==> config.mk <==
export PLATFORM = sky130hd
export DESIGN_NAME = hamming_tx_ctrl
export DESIGN_NICKNAME = d
export VERILOG_FILES = /design/src/rtl/hamming_pkg.sv /design/src/rtl/hamming_encode8.sv /design/src/rtl/hamming_tx_ctrl.sv
export SDC_FILE = /design/constraint.sdc
export NUM_CORES = 1
export LEC_CHECK = 0
export BUFFER_PORTS_ARGS = -buffer_cell sky130_fd_sc_hd__buf_4
export CORE_MARGIN = 4
export CORE_UTILIZATION = 35
export CTS_BUF_LIST = sky130_fd_sc_hd__clkbuf_8 sky130_fd_sc_hd__clkbuf_16
export DETAILED_ROUTE_END_ITERATION = 10
export GPL_ROUTABILITY_DRIVEN = 0
export PLACE_DENSITY_LB_ADDON = 0.2
export SYNTH_ARGS = -nofsm -noshare
export SYNTH_HDL_FRONTEND = slang
export SYNTH_SLANG_ARGS = --single-unit
==> constraint.sdc <==
create_clock -name clk -period 3.2 [get_ports clk]
set_input_delay 0.48 -clock clk [delete_from_list [all_inputs] [get_ports clk]]
set_output_delay 0.48 -clock clk [all_outputs]
set_load 0.01 [all_outputs]
==> src/rtl/hamming_pkg.sv <==
// Shared types, constants and the Hamming(12,8) encode function for the
// serial Hamming transmitter. Optional macro: HAMMING_SECDED_EN adds an
// overall parity bit (P13) to the serial frame.
package hamming_pkg;

    localparam int unsigned NDATA = 8;
    localparam int unsigned NCODE = 12;

`ifdef HAMMING_SECDED_EN
    localparam int unsigned NBITS = NCODE + 1;
`else
    localparam int unsigned NBITS = NCODE;
`endif

    typedef enum logic [1:0] {
        StIdle,
        StStart,
        StData,
        StStop
    } state_t;

    // Data bits go to the non-power-of-two positions; parity bits sit at 1, 2, 4, 8.
    function automatic logic [NCODE:1] hamming_encode(input logic [NDATA:1] d);
        logic [NCODE:1] c;
        c[3]  = d[1];
        c[5]  = d[2];
        c[6]  = d[3];
        c[7]  = d[4];
        c[9]  = d[5];
        c[10] = d[6];
        c[11] = d[7];
        c[12] = d[8];
        c[1]  = d[1] ^ d[2] ^ d[4] ^ d[5] ^ d[7];
        c[2]  = d[1] ^ d[3] ^ d[4] ^ d[6] ^ d[7];
        c[4]  = d[2] ^ d[3] ^ d[4] ^ d[8];
        c[8]  = d[5] ^ d[6] ^ d[7] ^ d[8];
        return c;
    endfunction

endpackage

==> src/rtl/hamming_encode8.sv <==
// Combinational Hamming(12,8) encoder: data byte in, even-parity codeword out.
module hamming_encode8
    import hamming_pkg::*;
(
    input  logic [NDATA:1] d,
    output logic [NCODE:1] code
);

    assign code = hamming_encode(d);

endmodule

==> src/rtl/hamming_tx_ctrl.sv <==
// Serial Hamming transmitter: accepts a byte, encodes it and shifts the
// codeword out LSB first between a start bit (0) and a stop bit (1).
// Optional macro: HAMMING_SECDED_EN appends overall parity P13 after bit 12.
module hamming_tx_ctrl
    import hamming_pkg::*;
#(
    parameter int unsigned CLKS_PER_BIT = 4
) (
    input  logic             clk,
    input  logic             rst,
    input  logic [NDATA:1]   D,
    input  logic             in_valid,
    output logic             in_ready,
    output logic [NCODE:1]   hammingCode,
    output logic             tx,
    output logic             busy,
    output logic             done
);

    state_t            state_q;
    logic [7:0]        baud_q;
    logic [3:0]        bit_q;
    logic [3:0]        bit_nxt;
    logic [NCODE:1]    code_enc;
    logic [NBITS-1:0]  frame_bits;
    logic              baud_last;
    logic              bit_last;
    logic              accept;

    hamming_encode8 u_encode (
        .d    (D),
        .code (code_enc)
    );

`ifdef HAMMING_SECDED_EN
    assign frame_bits = {^hammingCode, hammingCode};
`else
    assign frame_bits = hammingCode;
`endif

    assign baud_last = (baud_q == 8'(CLKS_PER_BIT - 1));
    assign bit_last  = (bit_q == 4'(NBITS - 1));
    assign bit_nxt   = bit_q + 4'd1;
    assign accept    = (state_q == StIdle) && in_valid && in_ready;

    // Frame FSM with baud/bit counters; tx is registered one bit ahead of the state.
    always_ff @(posedge clk) begin
        if (rst) begin
            state_q     <= StIdle;
            baud_q      <= '0;
            bit_q       <= '0;
            tx          <= 1'b1;
            in_ready    <= 1'b0;
            busy        <= 1'b0;
            done        <= 1'b0;
            hammingCode <= '0;
        end else begin
            done <= 1'b0;
            unique case (state_q)
                StIdle: begin
                    in_ready <= 1'b1;
                    tx       <= 1'b1;
                    if (accept) begin
                        state_q     <= StStart;
                        hammingCode <= code_enc;
                        in_ready    <= 1'b0;
                        busy        <= 1'b1;
                        tx          <= 1'b0;
                        baud_q      <= '0;
                        bit_q       <= '0;
                    end
                end
                StStart: begin
                    if (baud_last) begin
                        baud_q  <= '0;
                        bit_q   <= '0;
                        state_q <= StData;
                        tx      <= frame_bits[0];
                    end else begin
                        baud_q <= baud_q + 8'd1;
                    end
                end
                StData: begin
                    if (baud_last) begin
                        baud_q <= '0;
                        if (bit_last) begin
                            bit_q   <= '0;
                            state_q <= StStop;
                            tx      <= 1'b1;
                        end else begin
                            bit_q <= bit_nxt;
                            tx    <= frame_bits[bit_nxt];
                        end
                    end else begin
                        baud_q <= baud_q + 8'd1;
                    end
                end
                StStop: begin
                    if (baud_last) begin
                        baud_q   <= '0;
                        state_q  <= StIdle;
                        busy     <= 1'b0;
                        done     <= 1'b1;
                        in_ready <= 1'b1;
                    end else begin
                        baud_q <= baud_q + 8'd1;
                    end
                end
                default: state_q <= StIdle;
            endcase
        end
    end

endmodule
# Word-level counts from Yosys, hierarchy flattened

Index checks and enable logic that the tools add are counted.
Widths: inputs -> output; s select.

Register bits: 30
Bits in latches: 0
Memory bits (writable): 0
ROM bits: 0
Input bits: 11
Output and inout port bits: 16
Logic and storage cells: 76
Memories: 0

$add $sub $neg: 2
Multipliers: 0
Div/mod/pow operators: 0
Order comparisons: 1
Eq/ne operators: 10
Shift operators: 0
Multiplexer cells: 27
Bitwise gates (word level): 15
Reduce and logical (&&, ||, !) cells: 13

Operators by type and width:

| kind                | count |
|---|---|
| $mux 4              | 4 |
| $mux 8              | 2 |
| $pmux 8 s2          | 1 |
| $xor 1x1->1         | 14 |
| $pmux 4 s3          | 1 |
| $mux 2              | 5 |
| $ne 2x2->1 const B  | 5 |
| $mux 1              | 9 |
| $add 8x1->8 const B | 1 |
| $eq 8x2->1 const B  | 1 |
| $pmux 2 s4          | 1 |
| $reduce_and 3->1    | 2 |
| $lt 4x5->1 const B  | 1 |
| $reduce_and 5->1    | 1 |
| $add 4x1->4 const B | 1 |
| $bmux 1 s4          | 1 |
| $eq 2x2->1 const B  | 2 |
| $eq 4x4->1 const B  | 1 |
| $pmux 1 s2          | 2 |
| $reduce_and 2->1    | 2 |
| $reduce_and 4->1    | 1 |
| $pmux 1 s3          | 1 |
| $reduce_bool 3->1   | 1 |
| $reduce_or 3->1     | 1 |
| other kinds (6)     | 7 |

# Logic depth before layout (Yosys ltp)

Depth after elaboration: 6
Depth in mapped cells: 8
Gate-level depth less buffers: 6

# Cells and area by module

Synthesis repeated with hierarchy kept, for this count alone.

Cell total of the unflattened synthesis: 197
Area, all modules: 1,709.1 µm²

By module, submodules not included:

| module          | times used | cells an instance | area each (µm²) | seq. area each (µm²) |
|---|---|---|---|---|
| hamming_tx_ctrl | 1          | 179               | 1,525.2         | 600.6 |
| hamming_encode8 | 1          | 18                | 183.9           | 0.0 |

# Worst setup path after synthesis

OpenSTA, ideal clock, no wires.

Path type: flip-flop to flip-flop
Start: register baud_q[0]
End: register bit_q[3]
Setup time: 67 ps
Arrival: 1,773 ps
Data required time: 3,133 ps
Setup slack: 1,360 ps
Stages on the path, launching flop included: 7
Buffers on the path: 0
Clock period less this slack: 1,840 ps
Path through: dfxtp_1 -> ha_1 -> or4b_4 -> nor2_4 -> o211ai_4 -> or3_1 -> a21oi_2

Cells in the longest elaborated chain, start to end: 3
Elaborated cells between the ends (all ways): 4
Those cells by class: 3 x eq/ne; 1 x reduce/logical

RTL lines:

| what                                | line                   | text |
|---|---|---|
| start: declaration                  | hamming_tx_ctrl.sv:21  | `logic [7:0] baud_q;` |
| start signal: assignment            | hamming_tx_ctrl.sv:80  | `baud_q <= baud_q + 8'd1;` |
| start signal: assignment            | hamming_tx_ctrl.sv:95  | `baud_q <= baud_q + 8'd1;` |
| start signal: assignment            | hamming_tx_ctrl.sv:106 | `baud_q <= baud_q + 8'd1;` |
| $eq 8x2->1 *                        | hamming_tx_ctrl.sv:41  | `assign baud_last = (baud_q == 8'(CLKS_PER_BIT - 1));` |
| $ne 2x2->1 (no source line)         | --                     |  |
| $reduce_and 4->1 (no source line) * | --                     |  |
| end signal: assignment              | hamming_tx_ctrl.sv:91  | `bit_q <= bit_nxt;` |
| end: declaration                    | hamming_tx_ctrl.sv:22  | `logic [3:0] bit_q;` |

Mark *: on every way between the ends. The rest lies on a longest branch, timed or not.
A chain may end at the register's enable or synchronous reset.

# Final worst setup path

Start: register bit_q[0]
End: register tx

Cells in the longest elaborated chain, start to end: 6
Elaborated cells between the ends (all ways): 7
Those cells by class: 1 x add/sub; 1 x eq/ne; 5 x mux

RTL lines:

| what                         | line                  | text |
|---|---|---|
| $add 4x1->4                  | hamming_tx_ctrl.sv:43 | `assign bit_nxt = bit_q + 4'd1;` |
| $bmux 1 s4                   | hamming_tx_ctrl.sv:92 | `tx <= frame_bits[bit_nxt];` |
| $mux 1 (not written as such) | hamming_tx_ctrl.sv:92 |  |
| $mux 1 *                     | hamming_tx_ctrl.sv:86 | `if (bit_last) begin` |
| $mux 1 *                     | hamming_tx_ctrl.sv:84 | `if (baud_last) begin` |
| $pmux 1 s3 *                 | hamming_tx_ctrl.sv:59 | `unique case (state_q)` |
| end signal: assignment       | hamming_tx_ctrl.sv:78 | `tx <= frame_bits[0];` |
| end signal: assignment       | hamming_tx_ctrl.sv:92 |  |
| end: declaration             | hamming_tx_ctrl.sv:15 | `output logic tx,` |

Mark *: on every way between the ends. The rest lies on a longest branch, timed or not. The select of a mux whose other input is x is not followed.

==> summary.md <==
* effective utilization at floorplan: 37.11%
* primary flip-flop cell chosen by synthesis mapping: sky130_fd_sc_hd__dfxtp_1
* register-to-register setup slack: 1.13 ns
* unique cell type count in the Yosys netlist: 38
* vias after detailed routing: 1,438
* number of cells on the worst reg-to-reg path: 6
* largest incremental delay on the critical path: 0.50 ns
* Max Buffers Root-to-Sink: 2
* critical path cell sequence: ha_1, mux4_2, a211o_1, a21oi_1, nor4_1, a211o_1
* number of DRC markers after the initial detailed-route iteration: 74
* antenna violations before repair: 0
* cell with the biggest individual delay on the critical path: sky130_fd_sc_hd__dfxtp_1
* most instantiated cells after synthesis: sky130_fd_sc_hd__nand2_1, sky130_fd_sc_hd__dfxtp_1, sky130_fd_sc_hd__a21oi_1
* Port Buffer Count: 26
* number of diodes: 0
* Setup Crit Path Kind: reg -> reg
* synthesized instance count: 199
* setup violation total in the final timing report: 0
* most area-hungry cell type in the Yosys netlist: sky130_fd_sc_hd__dfxtp_1
* Synth Net Count: 217
* crit path launch type: flop
* clock slew at reported path FFs: 0.07 ns
* Hold WS: 0.4609 ns
* count of TritonRoute iterations in the first routing pass: 4
* number of buffers created by CTS: 5
* final hold violations: 0
* cell repeated most along the worst path: sky130_fd_sc_hd__a211o_1
* post-route cell area: 1971 um2
* end of the worst register-to-register path: tx
* critical path required time: 3.37 ns
* worst reg2reg startpoint: bit_q[0]
* area of the core: 4474 um2
* total power: 1.335 mW
* Core Rows: 24
* root buf cell: sky130_fd_sc_hd__clkbuf_8
* share of final-layout standard cells stronger than drive strength 1: 19.20%
* count of nets left with antenna violations after detail routing: 0
* per-cell routed wire length: 13.92 um
* area share of the largest cell type after synthesis: 36.17%
* final period demand of the worst path: 2.073 ns
* Hold Path Stages: 3
* max_slew headroom: 58.61%
* number of warnings issued by yosys: 0
* Resized cells post-CTS: 0
* number of global-route vias before repair: 1,297
* area enclosed by the die boundary: 5910 um2
* number of max-capacitance violations reported: 0
* leading cell type by number of instances after synthesis: sky130_fd_sc_hd__nand2_1
* total detailed-routing wirelength: 3843 um
* count of buffer and inverter cells on the critical path: 0
* run status: complete, no violations
* die height: 76.88 um
* CTS tree: done
* routed vias/inst: 5.210
* number of enable flip-flop cells after synthesis: 0
* period utilization: 64.78%
* Pleak: 0.7709 nW
* final-report max-slew violation count: 0
* All-Layer GR Usage: 13.21%
* post-synthesis instance area: 1660 um2
* global route overflow: 0
* endpoint class of the critical path: flop
* Num Clock Sinks: 30
* proportion of synthesized flip-flops having asynchronous set or reset: 0%
* dominant cells by area after synthesis: sky130_fd_sc_hd__dfxtp_1, sky130_fd_sc_hd__nand2_1, sky130_fd_sc_hd__a21oi_1, sky130_fd_sc_hd__ha_1, sky130_fd_sc_hd__xnor2_1
* highest clock frequency the design can meet: 0.4824 GHz
* biggest fanout along the worst timing path: 8
* instance area at placement: 1879 um2
* Crit path max-delay family: compound AO/OA/AOI/OAI gates
* count of hold-fix buffers inserted at cts: 0
* number of remaining DRC errors: 0
* synthesis-stage register bit count: 30
* relative area change from synthesis to final layout: 18.69%
* largest vdd supply drop: 203.4 uV
* hold crit path type: in -> reg
* half-perimeter wire length of the detailed placement result: 2828 um
* startpoint of the lowest-slack hold path: D[1]
* maximum number of pins on one net before global-route repair: 32
* RSZ-0062 raised after global routing: no
* Worst Skew: 0.005949 ns
* wire length of the first global-routing pass: 6313 um
* # Post-CTS Setup Buffers: 0
* setup TNS after final layout: 0 ns
* Worst-Skew Late Latency: 0.28 ns
* maximum level of the CTS H-tree: 2
* sequential fraction of the synthesis area: 36.17%
* Worst-Margin Slew: 0.6151 ns
* Data arrival, critical path: 2.24 ns
* number of ports placed on the die boundary: 27
* mean instance size in the synthesized netlist: 8.343 um2
* hold-critical path endpoint: hammingCode[3]
* final net count: 241
* power per cell area: 677.3 nW/um2
* Die Span X: 76.88 um
[worst max-delay path by stage]
| stage | start | endpoint | slack, ns | depth (start not counted) |
|---|---|---|---|---|
| 5_1_grt | state_q[0] | tx | 0.99 | 6 |
| 6_report | bit_q[0] | tx | 1.13 | 6 |
| 3_3_place_gp | bit_q[0] | tx | 1.19 | 6 |
| 4_1_cts | bit_q[0] | tx | 1.13 | 6 |
| 3_5_place_dp | bit_q[0] | tx | 1.14 | 6 |
| 2_1_floorplan | baud_q[0] | bit_q[3] | 1.36 | 6 |
[routing by layer]
metal | up-vias | share of wire [%] | routed length [um] | track usage, %
met5 | - | 0 | 0 | 0
met2 | 12 | 48 | 1857 | 20.12
met4 | 0 | 2.1 | 81 | 5.435
li1 | 742 | - | - | -
met1 | 675 | 47 | 1809 | 17.74
met3 | 9 | 2.5 | 95 | 3.279
[cell families (layout without fill, tap and decap cells)]
kind of cell	count (synthesis)	after routing	share of synthesized area (%)
xor gates and xnor gates	14	14	7.385
muxes	5	5	5.350
and+or+nand+nor	77	77	21.78
buffers and inverters	17	42	4.295
adders and majority gates	7	7	5.275
AOI/OAI and AO/OA	49	49	19.74
DFF	30	30	36.17
[power by group]
group          switching (mW)  internal, mW  total [mW]
clock                   0.141         0.170       0.311
sequential             0.0559         0.430       0.486
combinational           0.311         0.227       0.538
total                   0.508         0.827        1.33
[metrics by stage]
step / std cells / util (%) / setup WS, ns
2_1_floorplan: 199 / - / 1.360
3_3_place_gp: 268 / 42.00 / 1.186
4_1_cts: 276 / 44.04 / 1.128
5_1_grt: 276 / 44.04 / 0.9944
3_5_place_dp: 268 / 42.00 / 1.140
6_report: 276 / 44.04 / 1.127
[worst register-to-register path: cells and delay by family, from the launching register on]
kind / cells / cell delay [ns]
AOI/OAI and AO/OA: 3 / 0.70
and+or+nand+nor: 1 / 0.07
adders and majority gates: 1 / 0.35
muxes: 1 / 0.33
DFF: 1 / 0.50
[cell usage in the layout (no fill, tap or decap), types with 3 or more instances in the layout]
| cell type | synthesis | layout |
|---|---|---|
| sky130_fd_sc_hd__nand2_1 | 33 | 33 |
| sky130_fd_sc_hd__dfxtp_1 | 30 | 30 |
| sky130_fd_sc_hd__buf_4 | 0 | 26 |
| sky130_fd_sc_hd__a21oi_1 | 21 | 21 |
| sky130_fd_sc_hd__nor2_1 | 17 | 17 |
| sky130_fd_sc_hd__inv_1 | 8 | 9 |
| sky130_fd_sc_hd__xnor2_1 | 9 | 9 |
| sky130_fd_sc_hd__o21ai_0 | 7 | 7 |
| sky130_fd_sc_hd__ha_1 | 7 | 7 |
| sky130_fd_sc_hd__clkbuf_8 | 0 | 6 |
| sky130_fd_sc_hd__or3_1 | 5 | 5 |
| sky130_fd_sc_hd__nand3_1 | 5 | 5 |
| sky130_fd_sc_hd__xor2_1 | 5 | 5 |
| sky130_fd_sc_hd__and3_1 | 4 | 4 |
| sky130_fd_sc_hd__a211oi_1 | 4 | 4 |
| sky130_fd_sc_hd__nor3_1 | 3 | 3 |
| sky130_fd_sc_hd__mux4_2 | 3 | 3 |
[cell type report]
cell class | instances | area (um2)
Fill cell | 437 | 2504
Multi-Input combinational cell | 152 | 988.4
Sequential cell | 30 | 600.6
Timing Repair Buffer | 26 | 195.2
Clock buffer | 6 | 82.58
Tap cell | 52 | 65.06
Inverter | 8 | 30.03
Clock inverter | 2 | 8.758
[sequential cells by signal (all words and copies together) (netlist names)]
register and flops:
hammingCode 12, bit_q 4, busy 1, baud_q 8
in_ready 1, state_q 2, done 1, tx 1
(Power assumes the default switching activity.)
